--- src/rtl/sand_ram_arbiter_pkg.sv ---
// sand_pkg: shared types and sizing helper for the game-state RAM arbiter
package sand_pkg;
    typedef enum logic {GRANT_SIM, GRANT_BRUSH} grant_e;
    typedef enum logic {ST_SERVE, ST_CLEAR} arb_state_e;
    function automatic int depth(input int cols, input int rows);
        return cols * rows;
    endfunction
endpackage

--- src/rtl/sand_ram_arbiter_if.sv ---
// sand_ram_arbiter_if: requester, clear-control and RAM-side signals of sand_ram_arbiter
interface sand_ram_arbiter_if #(
    parameter int ADDR_WIDTH = 19,
    parameter int DATA_WIDTH = 1
);
    logic                  sim_valid_i, sim_we_i, sim_ready_o, sim_rd_valid_o;
    logic [ADDR_WIDTH-1:0] sim_addr_i;
    logic [DATA_WIDTH-1:0] sim_wdata_i;
    logic                  brush_valid_i, brush_we_i, brush_ready_o, brush_rd_valid_o;
    logic [ADDR_WIDTH-1:0] brush_addr_i;
    logic [DATA_WIDTH-1:0] brush_wdata_i;
    logic [DATA_WIDTH-1:0] rd_data_o;
    logic                  clear_start_i, clear_busy_o, clear_done_o;
    logic [ADDR_WIDTH-1:0] ram_rd_address_o, ram_wr_address_o;
    logic [DATA_WIDTH-1:0] ram_wr_data_o, ram_rd_data_i;
    logic                  ram_wr_en_o;
    modport slave (
        input  sim_valid_i, sim_we_i, sim_addr_i, sim_wdata_i,
        input  brush_valid_i, brush_we_i, brush_addr_i, brush_wdata_i,
        input  clear_start_i, ram_rd_data_i,
        output sim_ready_o, sim_rd_valid_o, brush_ready_o, brush_rd_valid_o, rd_data_o,
        output clear_busy_o, clear_done_o,
        output ram_rd_address_o, ram_wr_address_o, ram_wr_data_o, ram_wr_en_o
    );
    modport master (
        output sim_valid_i, sim_we_i, sim_addr_i, sim_wdata_i,
        output brush_valid_i, brush_we_i, brush_addr_i, brush_wdata_i,
        output clear_start_i, ram_rd_data_i,
        input  sim_ready_o, sim_rd_valid_o, brush_ready_o, brush_rd_valid_o, rd_data_o,
        input  clear_busy_o, clear_done_o,
        input  ram_rd_address_o, ram_wr_address_o, ram_wr_data_o, ram_wr_en_o
    );
endinterface

--- src/rtl/sand_ram_arbiter_rr.sv ---
// rr_arbiter_2: two-requester round-robin; last_grant moves only on a transfer
module rr_arbiter_2
    import sand_pkg::*;
(
    input  logic       clk_i,
    input  logic       reset_i,
    input  logic [1:0] valid,
    input  logic       xfer,
    output logic [1:0] grant
);
    grant_e last_grant;
    // bit 0 = sim, bit 1 = brush; resetting to BRUSH lets sim win the first tie
    always_comb begin
        grant[0] = valid[0] & (~valid[1] | last_grant == GRANT_BRUSH);
        grant[1] = valid[1] & (~valid[0] | last_grant == GRANT_SIM);
    end
    always_ff @(posedge clk_i) begin
        if (reset_i) last_grant <= GRANT_BRUSH;
        else if (xfer) last_grant <= grant[1] ? GRANT_BRUSH : GRANT_SIM;
    end
endmodule

--- src/rtl/sand_ram_arbiter.sv ---
// sand_ram_arbiter: shares the game-state RAM between sim engine and brush unit
// Optional full-frame clear sweep enabled by defining SAND_ARB_CLEAR_EN.
module sand_ram_arbiter
    import sand_pkg::*;
#(
    parameter int ACTIVE_COLUMNS = 640,
    parameter int ACTIVE_ROWS    = 480,
    parameter int ADDR_WIDTH     = $clog2(ACTIVE_COLUMNS * ACTIVE_ROWS),
    parameter int DATA_WIDTH     = 1,
    parameter int CLEAR_VALUE    = 0
) (
    input logic               clk_i,
    input logic               reset_i,
    sand_ram_arbiter_if.slave bus
);
    arb_state_e            state, next_state;
    logic [1:0]            grant;
    logic [ADDR_WIDTH-1:0] cnt, addr;
    logic [DATA_WIDTH-1:0] wdata;
    logic                  serve, we, wr, rd, sim_rd_q, brush_rd_q;
    rr_arbiter_2 u_rr (
        .clk_i,
        .reset_i,
        .valid({bus.brush_valid_i, bus.sim_valid_i}),
        .xfer (serve & |grant),
        .grant
    );
    assign serve = state == ST_SERVE;
    assign we    = grant[1] ? bus.brush_we_i    : bus.sim_we_i;
    assign addr  = grant[1] ? bus.brush_addr_i  : bus.sim_addr_i;
    assign wdata = grant[1] ? bus.brush_wdata_i : bus.sim_wdata_i;
    assign wr    = serve & |grant & we;
    assign rd    = serve & |grant & ~we;
`ifdef SAND_ARB_CLEAR_EN
    localparam logic [ADDR_WIDTH-1:0] LAST_ADDR = ADDR_WIDTH'(depth(ACTIVE_COLUMNS, ACTIVE_ROWS) - 1);
    logic done_q;
    // counter idles at 0 in SERVE so every sweep starts from address 0
    always_ff @(posedge clk_i) begin
        done_q <= ~reset_i & ~serve & cnt == LAST_ADDR;
        cnt    <= reset_i | serve ? '0 : cnt + 1'b1;
    end
    assign bus.clear_busy_o = ~serve;
    assign bus.clear_done_o = done_q;
`else
    assign cnt              = '0;
    assign bus.clear_busy_o = 1'b0;
    assign bus.clear_done_o = 1'b0;
`endif
    always_comb begin
        next_state           = ST_SERVE;
        bus.sim_ready_o      = serve & grant[0];
        bus.brush_ready_o    = serve & grant[1];
        bus.ram_wr_en_o      = serve ? wr : 1'b1;
        bus.ram_wr_address_o = serve ? (wr ? addr : '0) : cnt;
        bus.ram_wr_data_o    = serve ? (wr ? wdata : '0) : DATA_WIDTH'(CLEAR_VALUE);
        bus.ram_rd_address_o = rd ? addr : '0;
`ifdef SAND_ARB_CLEAR_EN
        next_state = serve ? (bus.clear_start_i ? ST_CLEAR : ST_SERVE)
                           : (cnt == LAST_ADDR ? ST_SERVE : ST_CLEAR);
`endif
    end
    always_ff @(posedge clk_i) begin
        state      <= reset_i ? ST_SERVE : next_state;
        sim_rd_q   <= ~reset_i & bus.sim_ready_o & bus.sim_valid_i & ~bus.sim_we_i;
        brush_rd_q <= ~reset_i & bus.brush_ready_o & bus.brush_valid_i & ~bus.brush_we_i;
    end
    assign bus.sim_rd_valid_o   = sim_rd_q;
    assign bus.brush_rd_valid_o = brush_rd_q;
    assign bus.rd_data_o        = bus.ram_rd_data_i;
endmodule

--- src/flat_wrapper.sv ---
// flat-port wrapper written by rule: the top's interface ports become plain ports
module sand_ram_arbiter_flat import sand_pkg::*;
#(
    parameter int ACTIVE_COLUMNS = 640,
    parameter int ACTIVE_ROWS    = 480,
    parameter int ADDR_WIDTH     = $clog2(ACTIVE_COLUMNS * ACTIVE_ROWS),
    parameter int DATA_WIDTH     = 1,
    parameter int CLEAR_VALUE    = 0
)
  (clk_i, reset_i, bus_sim_valid_i, bus_sim_we_i, bus_sim_addr_i, bus_sim_wdata_i, bus_brush_valid_i, bus_brush_we_i, bus_brush_addr_i, bus_brush_wdata_i, bus_clear_start_i, bus_ram_rd_data_i, bus_sim_ready_o, bus_sim_rd_valid_o, bus_brush_ready_o, bus_brush_rd_valid_o, bus_rd_data_o, bus_clear_busy_o, bus_clear_done_o, bus_ram_rd_address_o, bus_ram_wr_address_o, bus_ram_wr_data_o, bus_ram_wr_en_o);
  sand_ram_arbiter_if #(.ADDR_WIDTH(ADDR_WIDTH), .DATA_WIDTH(DATA_WIDTH)) bus_i ();
  input logic clk_i;
  input logic reset_i;
  input wire logic [$bits(bus_i.sim_valid_i)-1:0] bus_sim_valid_i;
  input wire logic [$bits(bus_i.sim_we_i)-1:0] bus_sim_we_i;
  input wire logic [$bits(bus_i.sim_addr_i)-1:0] bus_sim_addr_i;
  input wire logic [$bits(bus_i.sim_wdata_i)-1:0] bus_sim_wdata_i;
  input wire logic [$bits(bus_i.brush_valid_i)-1:0] bus_brush_valid_i;
  input wire logic [$bits(bus_i.brush_we_i)-1:0] bus_brush_we_i;
  input wire logic [$bits(bus_i.brush_addr_i)-1:0] bus_brush_addr_i;
  input wire logic [$bits(bus_i.brush_wdata_i)-1:0] bus_brush_wdata_i;
  input wire logic [$bits(bus_i.clear_start_i)-1:0] bus_clear_start_i;
  input wire logic [$bits(bus_i.ram_rd_data_i)-1:0] bus_ram_rd_data_i;
  output wire logic [$bits(bus_i.sim_ready_o)-1:0] bus_sim_ready_o;
  output wire logic [$bits(bus_i.sim_rd_valid_o)-1:0] bus_sim_rd_valid_o;
  output wire logic [$bits(bus_i.brush_ready_o)-1:0] bus_brush_ready_o;
  output wire logic [$bits(bus_i.brush_rd_valid_o)-1:0] bus_brush_rd_valid_o;
  output wire logic [$bits(bus_i.rd_data_o)-1:0] bus_rd_data_o;
  output wire logic [$bits(bus_i.clear_busy_o)-1:0] bus_clear_busy_o;
  output wire logic [$bits(bus_i.clear_done_o)-1:0] bus_clear_done_o;
  output wire logic [$bits(bus_i.ram_rd_address_o)-1:0] bus_ram_rd_address_o;
  output wire logic [$bits(bus_i.ram_wr_address_o)-1:0] bus_ram_wr_address_o;
  output wire logic [$bits(bus_i.ram_wr_data_o)-1:0] bus_ram_wr_data_o;
  output wire logic [$bits(bus_i.ram_wr_en_o)-1:0] bus_ram_wr_en_o;
  assign bus_i.sim_valid_i = bus_sim_valid_i;
  assign bus_i.sim_we_i = bus_sim_we_i;
  assign bus_i.sim_addr_i = bus_sim_addr_i;
  assign bus_i.sim_wdata_i = bus_sim_wdata_i;
  assign bus_i.brush_valid_i = bus_brush_valid_i;
  assign bus_i.brush_we_i = bus_brush_we_i;
  assign bus_i.brush_addr_i = bus_brush_addr_i;
  assign bus_i.brush_wdata_i = bus_brush_wdata_i;
  assign bus_i.clear_start_i = bus_clear_start_i;
  assign bus_i.ram_rd_data_i = bus_ram_rd_data_i;
  assign bus_sim_ready_o = bus_i.sim_ready_o;
  assign bus_sim_rd_valid_o = bus_i.sim_rd_valid_o;
  assign bus_brush_ready_o = bus_i.brush_ready_o;
  assign bus_brush_rd_valid_o = bus_i.brush_rd_valid_o;
  assign bus_rd_data_o = bus_i.rd_data_o;
  assign bus_clear_busy_o = bus_i.clear_busy_o;
  assign bus_clear_done_o = bus_i.clear_done_o;
  assign bus_ram_rd_address_o = bus_i.ram_rd_address_o;
  assign bus_ram_wr_address_o = bus_i.ram_wr_address_o;
  assign bus_ram_wr_data_o = bus_i.ram_wr_data_o;
  assign bus_ram_wr_en_o = bus_i.ram_wr_en_o;
  sand_ram_arbiter #(.ACTIVE_COLUMNS(ACTIVE_COLUMNS), .ACTIVE_ROWS(ACTIVE_ROWS), .ADDR_WIDTH(ADDR_WIDTH), .DATA_WIDTH(DATA_WIDTH), .CLEAR_VALUE(CLEAR_VALUE)) u_core (.clk_i(clk_i), .reset_i(reset_i), .bus(bus_i));
endmodule
--- config.mk ---
export PLATFORM = sky130hd
export DESIGN_NAME = sand_ram_arbiter_flat
export DESIGN_NICKNAME = d
export VERILOG_FILES = /design/src/rtl/sand_ram_arbiter_pkg.sv /design/src/rtl/sand_ram_arbiter_if.sv /design/src/rtl/sand_ram_arbiter_rr.sv /design/src/rtl/sand_ram_arbiter.sv /design/src/flat_wrapper.sv
export SDC_FILE = /design/constraint.sdc
export NUM_CORES = 1
export LEC_CHECK = 0
export BUFFER_PORTS_ARGS = -buffer_cell sky130_fd_sc_hd__clkbuf_2
export CAP_MARGIN = 0
export CORE_MARGIN = 3
export CORE_UTILIZATION = 37
export CTS_CLUSTER_SIZE = 8
export DETAILED_ROUTE_END_ITERATION = 6
export PLACE_DENSITY = 0.93
export SLEW_MARGIN = 20
export SYNTH_ARGS = -nofsm -noshare
export SYNTH_HDL_FRONTEND = slang
export SYNTH_HIERARCHICAL = 1
export SYNTH_SLANG_ARGS = --single-unit
--- constraint.sdc ---
create_clock -name clk_i -period 2.3 [get_ports clk_i]
set_input_delay 0.115 -clock clk_i [delete_from_list [all_inputs] [get_ports clk_i]]
set_output_delay 0.115 -clock clk_i [all_outputs]
set_load 0.03 [all_outputs]
Word-level counts from Yosys, hierarchy flattened
Cells that the tools add are included.
{"block": "totals", "register_bits": 3, "inputBits": 48, "wordCells": 30, "output_inout_bits": 47}
{"block": "op_classes", "n_mux": 7, "bitwise": 19, "reduce_logical": 1}
{"op": "19-bit 2-to-1 mux", "count": 3}
{"op": "1-bit bitwise AND", "count": 10}
{"op": "1-bit NOT", "count": 7}
{"op": "1-bit 2-to-1 mux", "count": 4}
{"op": "1-bit bitwise OR", "count": 2}
{"op": "2-bit OR reduction", "count": 1}

Depth between registers and ports, before layout
Gate-level depths: netlist (run 1).
{"block": "depth", "ltp_word": 7, "ltp_mapped": 5, "depth_no_buf": 5}

By module
Netlist (run 1), hierarchy kept.
{"module": "sand_ram_arbiter", "seq_area_each_um2": 40.0, "area_each_um2": 805.8, "instances": 1, "cells_each": 103}
{"module": "rr_arbiter_2", "seq_area_each_um2": 20.0, "area_each_um2": 53.8, "instances": 1, "cells_each": 6}

Worst setup path after synthesis (run 1)
Ideal clock, no wire load.
{"block": "synth_timing", "path_kind": "register to output", "from": "reg u_core.u_rr.last_grant", "to": "out bus_ram_wr_address_o[0]", "required_time_ps": 2185, "n_path_buf": 1, "path_stages_with_launch": 6, "path_slack_ps": 36, "arrival_time_ps": 2149, "cell_sequence": "dfxtp_1 > inv_1 > a21boi_0 > nand2_1 > clkbuf_1 > o2bb2ai_1"}
{"block": "synth_via", "elab_cells_between_ends": 10, "cone_classes": "mux: 3; bitwise: 6; reduce/logical: 1"}
{"element": "start: declaration", "line": "sand_ram_arbiter_rr.sv:11", "rtl": "grant_e last_grant;"}
{"element": "start signal: assignment", "line": "sand_ram_arbiter_rr.sv:19", "rtl": "else if (xfer) last_grant <= grant[1] ? GRANT_BRUSH : GRANT_SIM;"}
{"element": "1-bit bitwise OR", "line": "sand_ram_arbiter_rr.sv:14", "rtl": "grant[0] = valid[0] & (~valid[1] | last_grant == GRANT_BRUSH);"}
{"element": "1-bit bitwise AND", "line": "sand_ram_arbiter_rr.sv:14"}
{"element": "via bus_sim_ready_o", "line": "flat_wrapper.sv:24", "rtl": "output wire logic [$bits(bus_i.sim_ready_o)-1:0] bus_sim_ready_o;"}
{"element": "2-bit OR reduction", "line": "sand_ram_arbiter.sv:32", "rtl": "assign wr = serve & |grant & we;"}
{"element": "1-bit bitwise AND", "line": "sand_ram_arbiter.sv:32"}
{"element": "19-bit 2-to-1 mux", "line": "sand_ram_arbiter.sv:54", "rtl": "bus.ram_wr_address_o = serve ? (wr ? addr : '0) : cnt;"}
{"element": "end: declaration", "line": "flat_wrapper.sv:32", "rtl": "output wire logic [$bits(bus_i.ram_wr_address_o)-1:0] bus_ram_wr_address_o;"}
The timed path passes the listed nets, and every way through them passes these cells.

Final worst setup path (run 1)
{"block": "layout_timing", "from": "reg u_core.u_rr.last_grant", "to": "out bus_ram_rd_address_o[6]"}
{"block": "layout_via", "elab_chain_cells": 7, "elab_cells_between_ends": 11, "cone_classes": "mux: 3; bitwise: 7; reduce/logical: 1"}
{"element": "1-bit NOT", "line": "sand_ram_arbiter_rr.sv:15", "rtl": "grant[1] = valid[1] & (~valid[0] | last_grant == GRANT_SIM);"}
{"element": "1-bit bitwise OR", "line": "sand_ram_arbiter_rr.sv:15"}
{"element": "1-bit bitwise AND", "line": "sand_ram_arbiter_rr.sv:15"}
{"element": "1-bit 2-to-1 mux", "line": "sand_ram_arbiter.sv:29", "rtl": "assign we = grant[1] ? bus.brush_we_i : bus.sim_we_i;"}
{"element": "1-bit NOT", "line": "sand_ram_arbiter.sv:33", "rtl": "assign rd = serve & |grant & ~we;"}
{"element": "1-bit bitwise AND", "line": "sand_ram_arbiter.sv:33"}
{"element": "19-bit 2-to-1 mux (*)", "line": "sand_ram_arbiter.sv:56", "rtl": "bus.ram_rd_address_o = rd ? addr : '0;"}
{"element": "end: declaration", "line": "flat_wrapper.sv:31", "rtl": "output wire logic [$bits(bus_i.ram_rd_address_o)-1:0] bus_ram_rd_address_o;"}
Every way passes the cells marked *; elsewhere a longest branch is shown, timed or not.

==> flow_summary_export.csv, run 1 <==
group,metric,value,unit
yosys,synth-edff-count,0,
layout,final_cells,220,
critical_path,reg2reg_depth,5,
layout,area_delta_synth_final,51.5,%
yosys,dominantRegCellSynth,"dfxtp_1",
power,p_leak,0.000651,uW
critical_path,cp-end-kind,"output pin",
yosys,syn_area,860,um2
flow_run,drv_cap,0,
critical_path,cp_common_cell,"buf_4",
timing,rsz0062_at_grt,"no",
timing,finalHoldViolations,0,
routing,via_per_inst,5.10,
critical_path,reg2reg_to,"u_core/u_rr/last_grant",
yosys,yosys_warnings,6,
cts,clockRootBuffer,"clkbuf_4",
cts,ctsHoldBuffers,0,
grt,grt_pass1_vias,1084,
yosys,asyncSetResetFlopFracSynth,0,%
die,core-area,2080,um2
timing,fin_skew,6.50,ps
routing,wirelength,2760,um
critical_path,crit_family,"buffers and inverters",
yosys,synth_area_leaders,"o22ai_2, o2bb2ai_1, nand2b_1, nand2_1, buf_4",
timing,max_slew.worst_pin.slew,685,ps
layout,drive_gt1_share,60.6,%
layout,fin_area,1300,um2
critical_path,criticalPathCategory,"reg -> out",
min_path,hold_depth,2,
critical_path,cpMaxStageDelayCell,"dfxtp_1",
routing,drt-pass1-iter-count,4,
cts,numCtsBuffers,3,
layout,area.sequential,60.1,um2
critical_path,max_stage_delay,350,ps
critical_path,path_cells,"inv_1, a21boi_0, buf_4, nand2b_1, buf_4, o22ai_2, clkbuf_2",
place,dpl_cell_area,1280,um2
die,die_h,54.2,um
grt,track_usage,20.1,%
grt,grt_max_degree,45,
cts,clock_latency,240,ps
timing,fin_crit,2050,ps
die,floorplan.die_area,2940,um2
place,dpl.cell_count,216,
timing,fin_setup_tns,0,ps
run_status,status,"completed",
critical_path,worstPathArrival,1930,ps
routing,drt_iter0_markers,6,
place,portBuffers,89,
critical_path,regToRegSetupSlack,900,ps
grt,grt_first_pass_wirelength,4460,um
routing,vias,1121,
timing,max_freq,489,MHz
cts,cts.clk_slew.worst_paths,40,ps
yosys,synthDistinctLibCells,22,
timing,period_share,88.9,%
min_path,hp-start,"reset_i",
yosys,ys_seq_area_share,6.99,%
cts,cts_max_level,1,
critical_path,critPathBufInv,4,
cts,tritoncts,"built",
yosys,synth_top_area_share,26.2,%
critical_path,worstPathRequired,2180,ps
grt,grt_overflow_total,0,
place,gp_congestion,0.724,
cts,cts_resized,0,
cts,clock_sinks,3,
cts,clock_path_buffers,2,
grt,antenna_found_initial,0,
critical_path,worstPathMaxFanout,14,
min_path,hold_path.class,"in -> reg",
timing,setup_viol,0,
die,initial_core_util,41.3,%
routing,drcViolationCount,0,
yosys,syn_area_per_cell,7.89,um2
die,chipWidth,54.2,um
routing,avgRoutedWirePerCell,12.6,um
critical_path,start_kind,"flip-flop",
timing,finalMaxSlewViolations,0,
layout,multiInputGateArea,696,um2
place,hpwl,2150,um
timing,slew_headroom,54.2,%
layout,fillers,194,
cts,post_cts_buffers,0,
power,power_density,382,nW/um2
die,rows,16,
yosys,synthTopCellsByCount,"nand2_1, nand2b_1, o2bb2ai_1, o22ai_2, buf_4",
min_path,whs_endpoint,"u_core/bus.sim_rd_valid_o",
power,peakVddDrop,0.000288,V
layout,final_nets,242,
yosys,synth_top_area_cell,"o22ai_2",
power,power,498,uW
die,pin_count,95,
routing,drtAntennaViolNets,0,
critical_path,r2r-start,"u_core/u_rr/last_grant",
yosys,ys_seq_elements,3,
layout,diodes,0,
yosys,synth_cells,109,
logic make-up after synthesis:
family	after synthesis	synth area share (%)
AOI/OAI and AO/OA	43	50.9
buffers and inverters	16	13.0
DFF	3	6.99
other	1	0.436
and+or+nand+nor	46	28.7
cells in the final DEF, fill, tap and decap left out:
master,instances
o2bb2ai_1,20
o21bai_1,1
and2_1,1
nand2_1,20
dfxtp_1,3
a21boi_2,1
o22ai_2,18
conb_1,2
inv_1,1
buf_4,5
o22ai_1,1
clkbuf_1,1
nor3b_2,1
nor2b_1,1
or2_1,1
a21boi_0,1
clkbuf_4,3
nand3_1,1
a211o_1,1
nand2b_1,20
nor4bb_1,1
clkbuf_2,89
worst reg2reg max path, cell delays in order (launching register included):
cell,delay [ps]
dfxtp_1,320
a21boi_2,140
buf_4,340
or2_1,180
nor2b_1,50
a211o_1,260
how the worst max path moves through the flow:
stage / cells past startpoint / end / startpoint
after floorplan: 5 / bus_ram_wr_address_o[0] / u_core/u_rr/last_grant
after global placement: 7 / bus_ram_rd_address_o[18] / u_core/u_rr/last_grant
after detailed placement: 7 / bus_ram_rd_address_o[10] / u_core/u_rr/last_grant
after CTS: 7 / bus_ram_rd_address_o[8] / u_core/u_rr/last_grant
after global routing: 6 / bus_ram_wr_address_o[11] / u_core/u_rr/last_grant
final: 7 / bus_ram_rd_address_o[6] / u_core/u_rr/last_grant
area by class of cell:
| type | instances | share of cell area, % |
|---|---|---|
| well taps | 27 | 2.59 |
| inverters | 1 | 0.288 |
| repair buffers | 94 | 37.1 |
| clock buffers | 4 | 2.02 |
| flip-flops and latches | 3 | 4.61 |
| multi-input cells | 91 | 53.4 |
state kept, by name (all words and copies together) (netlist names):
name and cells:
u_core/bus.brush_rd_valid_o 1, u_core/bus.sim_rd_valid_o 1, u_core/u_rr/last_grant 1
per-layer routing:
layer	GRT usage [%]	share of wire (%)	vias up
met2	34.5	52	52
met5	0	0	-
li1	-	-	574
met3	6.09	9.7	0
met1	23.7	38	495
met4	5.81	0	0
per-stage QoR:
stage               worst slack, ps  hold slack [ps]  utilization, %
global route                    107             95.5            62.6
CTS                             225             76.2            62.6
global placement                513              230            61.3
detailed placement              493              230            61.3
floorplan                      35.6              186               -
finish                          255             81.6            62.6
power by group:
group / switching [uW] / internal (uW)
combinational: 226 / 122
sequential: 1.58 / 55.0
clock: 28.8 / 65.1
No activity file was read; power rests on OpenSTA's default activity.
==> run 2, diff against run 1 <==
--- a/config.mk
+++ b/config.mk
@@ -8,10 +8,10 @@
 export BUFFER_PORTS_ARGS = -buffer_cell sky130_fd_sc_hd__clkbuf_2
 export CAP_MARGIN = 0
 export CORE_MARGIN = 3
-export CORE_UTILIZATION = 37
+export CORE_UTILIZATION = 34
 export CTS_CLUSTER_SIZE = 8
 export DETAILED_ROUTE_END_ITERATION = 6
-export PLACE_DENSITY = 0.93
+export PLACE_DENSITY = 0.87
 export SLEW_MARGIN = 20
 export SYNTH_ARGS = -nofsm -noshare
 export SYNTH_HDL_FRONTEND = slang
==> constraint.sdc (replaced) <==
create_clock -name clk_i -period 2.2 [get_ports clk_i]
set_input_delay 0.11 -clock clk_i [delete_from_list [all_inputs] [get_ports clk_i]]
set_output_delay 0.11 -clock clk_i [all_outputs]
set_load 0.03 [all_outputs]
==> run 2 against run 1 <==
Net effect: clock power rose by 3.8%; critical path depth fell by 2; design area rose by 0.67%; worst setup slack improved by 42 ps; sequential cell count did not move; first-iteration DRC count rose by 67%; wire length rose by 9.1%; via count rose by 1.6%; largest power group unchanged; highest routed layer is now met4.
==> flow_summary_export.csv, run 2 (synthesized netlist as in run 1, its figures left out) <==
group,metric,value,unit
routing,wirelength,3010,um
cts,cts_resized,0,
power,p_leak,0.000650,uW
die,floorplan.die_area,3170,um2
layout,area.sequential,60.1,um2
timing,max_freq,525,MHz
layout,layout_commonest_cell,"clkbuf_2",
critical_path,crit_family,"compound AO/OA/AOI/OAI gates",
cts,cts_max_level,1,
routing,drcViolationCount,0,
run_status,status,"completed",
timing,rsz0062_at_grt,"no",
cts,clock_path_buffers,2,
cts,cts.clk_slew.worst_paths,40,ps
layout,drive_gt1_share,60.9,%
routing,vias,1139,
power,power_density,401,nW/um2
critical_path,worstPathMaxFanout,20,
flow_run,drv_cap,0,
grt,grt_overflow_total,0,
cts,post_cts_buffers,0,
routing,via_per_inst,5.18,
die,rows,17,
grt,track_usage,19.2,%
cts,clockRootBuffer,"clkbuf_4",
critical_path,start_kind,"flip-flop",
layout,diodes,0,
power,power,525,uW
layout,final_nets,241,
cts,clock_sinks,3,
layout,fillers,249,
timing,setup_viol,0,
place,portBuffers,89,
power,peakVddDrop,0.000259,V
routing,drt-pass1-iter-count,3,
critical_path,critPathBufInv,2,
layout,layout_common_cells,"clkbuf_2, nand2b_1, o2bb2ai_1, nand2_1, o22ai_2",
cts,clock_latency,230,ps
die,initial_core_util,37.4,%
grt,grt_pass1_vias,1157,
place,dpl_cell_area,1280,um2
critical_path,path_cells,"inv_1, a21boi_1, nand2_2, o2bb2ai_1, clkbuf_2",
routing,drt_iter0_markers,10,
timing,fin_setup_tns,0,ps
die,die_h,56.3,um
timing,period_share,86.5,%
place,hpwl,2370,um
die,core-area,2300,um2
die,pin_count,95,
layout,multiInputGateArea,698,um2
critical_path,regToRegSetupSlack,820,ps
place,gp_congestion,0.692,
routing,drtAntennaViolNets,0,
critical_path,criticalPathCategory,"reg -> out",
critical_path,cpMaxStageDelayCell,"dfxtp_1",
min_path,hold_path.class,"in -> reg",
cts,ctsHoldBuffers,0,
layout,area_delta_synth_final,52.5,%
timing,finalMaxSlewViolations,0,
timing,hold-worst-slack,79.0,ps
die,chipWidth,56.3,um
timing,fin_skew,2.36,ps
critical_path,worstPathArrival,1790,ps
grt,grt_first_pass_wirelength,4970,um
timing,finalHoldViolations,0,
timing,fin_crit,1900,ps
cts,tritoncts,"built",
grt,antenna_found_initial,0,
place,dpl.cell_count,216,
critical_path,max_stage_delay,350,ps
routing,avgRoutedWirePerCell,13.7,um
grt,grt_max_degree,45,
critical_path,worstPathRequired,2090,ps
cts,numCtsBuffers,3,
layout,final_cells,220,
layout,fin_area,1310,um2
critical_path,cp-end-kind,"output pin",
## run 2: cell count changes in the layout (fill, tap and decap cells not counted), sizes merged
| cell | delta |
|---|---|
| buf | -1 |
## run 2: area by class of cell
class / count / share of cell area [%]
well taps: 28 / 2.67
flip-flops and latches: 3 / 4.58
multi-input cells: 91 / 53.2
inverters: 1 / 0.286
clock buffers: 4 / 2.00
repair buffers: 93 / 37.2
## run 2: metal layers
| metal | share of wire (%) | GRT usage, % | vias up |
|---|---|---|---|
| li1 | - | - | 566 |
| met1 | 39 | 20.9 | 512 |
| met2 | 51 | 35.1 | 55 |
| met3 | 8.8 | 4.37 | 6 |
| met4 | 1.4 | 8.47 | 0 |
| met5 | 0 | 0 | - |
## run 2: metrics by stage
step	setup WS, ps	utilization [%]
after global placement	381	55.8
after detailed placement	290	55.8
after CTS	29.6	57.0
final	297	57.1
after floorplan	268	-
after global routing	128	57.1
## run 2: final timing paths
| path | cells after the start | endpoint | startpoint |
|---|---|---|---|
| max | 5 | bus_ram_wr_address_o[0] | u_core/u_rr/last_grant |
| min | 2 | u_core/bus.sim_rd_valid_o | reset_i |
| max reg2reg | 5 | u_core/u_rr/last_grant | u_core/u_rr/last_grant |
| min reg2reg | 2 | u_core/u_rr/last_grant | u_core/u_rr/last_grant |
## run 2: power breakdown
part,switching [uW],internal (uW)
registers,1.85,57.5
logic,240,129
clock network,29.6,68.0
total,271,254
==> run 3, diff against run 2 <==
--- a/config.mk
+++ b/config.mk
@@ -8,12 +8,11 @@
 export BUFFER_PORTS_ARGS = -buffer_cell sky130_fd_sc_hd__clkbuf_2
 export CAP_MARGIN = 0
 export CORE_MARGIN = 3
-export CORE_UTILIZATION = 34
+export CORE_UTILIZATION = 28
 export CTS_CLUSTER_SIZE = 8
 export DETAILED_ROUTE_END_ITERATION = 6
 export PLACE_DENSITY = 0.87
 export SLEW_MARGIN = 20
 export SYNTH_ARGS = -nofsm -noshare
 export SYNTH_HDL_FRONTEND = slang
-export SYNTH_HIERARCHICAL = 1
 export SYNTH_SLANG_ARGS = --single-unit
==> run 3 against run 2 <==
Net effect: global-route usage fell by 3.7 points; sequential share of layout area is 1.1 points higher; die area is 16% lower; highest routed layer is now met3; critical path type unchanged; design area fell by 20%; sequential cell count is the same.
==> flow_summary_export.csv, run 3 <==
group,metric,value,unit
run_status,status,"completed",
yosys,synth-edff-count,0,
layout,fillers,190,
place,gp_congestion,0.671,
grt,antenna_found_initial,0,
critical_path,reg2reg_to,"u_core.bus.brush_rd_valid_o",
yosys,asyncSetResetFlopFracSynth,0,%
layout,fin_util,57.0,%
critical_path,cpMaxStageDelayCell,"dfxtp_1",
yosys,syn_area,586,um2
yosys,synth_top_area_share,34.2,%
critical_path,reg2reg_depth,4,
layout,multiInputGateArea,452,um2
die,initial_core_util,31.8,%
critical_path,regToRegSetupSlack,1150,ps
yosys,synth_cells,85,
power,peakVddDrop,0.000226,V
routing,drtAntennaViolNets,0,
routing,avgRoutedWirePerCell,10.7,um
timing,finalHoldViolations,0,
yosys,synthDistinctLibCells,17,
cts,cts_resized,0,
cts,ctsHoldBuffers,0,
min_path,hold_path.class,"in -> reg",
timing,fin_setup_tns,0,ps
yosys,yosysMostFrequentCell,"nor2_1",
grt,track_usage,15.5,%
timing,rsz0062_at_grt,"no",
timing,finalMaxSlewViolations,0,
die,core-area,1840,um2
yosys,synth_area_leaders,"mux2i_1, nor2_1, dfxtp_1, buf_6, a32oi_4",
routing,drt_iter0_markers,4,
routing,drt-pass1-iter-count,2,
grt,grt_pass1_vias,795,
critical_path,worstPathRequired,2090,ps
critical_path,criticalPathCategory,"reg -> out",
cts,clock_latency,240,ps
flow_run,drv_cap,0,
critical_path,max_stage_delay,340,ps
timing,period_share,83.8,%
layout,area.sequential,60.1,um2
layout,area_delta_synth_final,79.1,%
layout,final_nets,223,
min_path,whs_endpoint,"u_core.bus.brush_rd_valid_o",
place,portBuffers,89,
routing,vias,867,
routing,drcViolationCount,0,
timing,fin_skew,1.62,ps
cts,numCtsBuffers,3,
routing,wirelength,2130,um
grt,grt_max_degree,20,
die,die_h,51.7,um
place,hpwl,1840,um
yosys,dominantRegCellSynth,"dfxtp_1",
die,rows,15,
critical_path,crit_family,"buffers and inverters",
critical_path,worstPathMaxFanout,12,
yosys,synthTopCellsByCount,"nor2_1, mux2i_1, buf_4, buf_6, dfxtp_1",
yosys,yosys_warnings,0,
timing,setup_viol,0,
timing,slew_headroom,60.0,%
cts,post_cts_buffers,0,
routing,via_per_inst,4.36,
yosys,syn_area_per_cell,6.89,um2
critical_path,critPathBufInv,2,
min_path,hold_depth,2,
critical_path,path_cells,"a21boi_4, buf_4, mux2i_1, nor2_1, clkbuf_2",
critical_path,start_kind,"flip-flop",
die,pin_count,95,
yosys,synth_top_area_cell,"mux2i_1",
die,floorplan.die_area,2680,um2
power,p_leak,0.000649,uW
layout,layout_commonest_cell,"clkbuf_2",
grt,grt_overflow_total,0,
critical_path,worstPathArrival,1730,ps
die,chipWidth,51.7,um
cts,cts_max_level,1,
timing,max_slew.worst_pin.slew,600,ps
power,power_density,470,nW/um2
timing,fin_crit,1840,ps
critical_path,cp-end-kind,"output pin",
layout,layout_common_cells,"clkbuf_2, nor2_1, mux2i_1",
cts,cts.clk_slew.worst_paths,40,ps
yosys,ys_seq_elements,3,
grt,grt_first_pass_wirelength,3200,um
cts,clock_sinks,3,
timing,max_freq,542,MHz
layout,drive_gt1_share,56.3,%
cts,clockRootBuffer,"clkbuf_4",
min_path,hp-start,"reset_i",
layout,diodes,0,
yosys,ys_seq_area_share,10.3,%
cts,tritoncts,"built",
critical_path,r2r-start,"u_core.u_rr.last_grant",
cts,clock_path_buffers,2,
-- run 3: area by class of cell --
type,instances,area share [%]
Clock buffer,4,2.51
Inverter,3,1.07
Multi-Input combinational cell,72,43.1
Sequential cell,3,5.73
Tap cell,25,2.98
Timing Repair Buffer,92,44.6
-- run 3: per-stage QoR --
step / area, um2 / instances / hold WS, ps / setup WS [ps] / power, uW
6_report: 1050 / 199 / 62.8 / 356 / 493
5_1_grt: 1050 / 199 / 74.3 / 180 / 526
4_1_cts: 1050 / 199 / 52.3 / 322 / 502
3_5_place_dp: 1020 / 195 / 220 / 592 / 396
3_3_place_gp: 1020 / 195 / 220 / 599 / 393
2_1_floorplan: 589 / 86 / 182 / 748 / 297
-- run 3: per-layer routing --
metal | up-vias | part of all wire, % | wire [um] | track usage (%)
li1 | 449 | - | - | -
met1 | 369 | 36 | 771 | 16.4
met2 | 49 | 53 | 1140 | 30.5
met3 | 0 | 10 | 223 | 4.87
met4 | 0 | 0 | 0 | 1.31
met5 | - | 0 | 0 | 0
-- run 3: how the worst max path moves through the flow --
stage	depth (start not counted)	startpoint	end	slack, ps
4_1_cts	5	u_core.u_rr.last_grant	bus_ram_rd_address_o[8]	320
3_5_place_dp	5	u_core.u_rr.last_grant	bus_ram_rd_address_o[8]	590
2_1_floorplan	4	u_core.u_rr.last_grant	bus_ram_rd_address_o[12]	750
5_1_grt	5	u_core.u_rr.last_grant	bus_ram_rd_address_o[8]	180
6_report	5	u_core.u_rr.last_grant	bus_ram_rd_address_o[8]	360
3_3_place_gp	5	u_core.u_rr.last_grant	bus_ram_rd_address_o[8]	600
-- run 3: report_power, final --
| part | switching, uW | total [uW] | internal, uW |
|---|---|---|---|
| logic | 223 | 334 | 111 |
| clock network | 31.5 | 99.6 | 68.2 |
| registers | 2.06 | 59.5 | 57.4 |
-- run 3: logic make-up (layout without fill, tap and decap cells) --
group / after synthesis / in the layout / share of synthesized area [%]
DFF: 3 / 3 / 10.3
other: 1 / 2 / 0.640
muxes: 20 / 20 / 34.2
AOI/OAI and AO/OA: 4 / 4 / 10.3
and+or+nand+nor: 46 / 46 / 31.4
buffers and inverters: 11 / 99 / 13.2
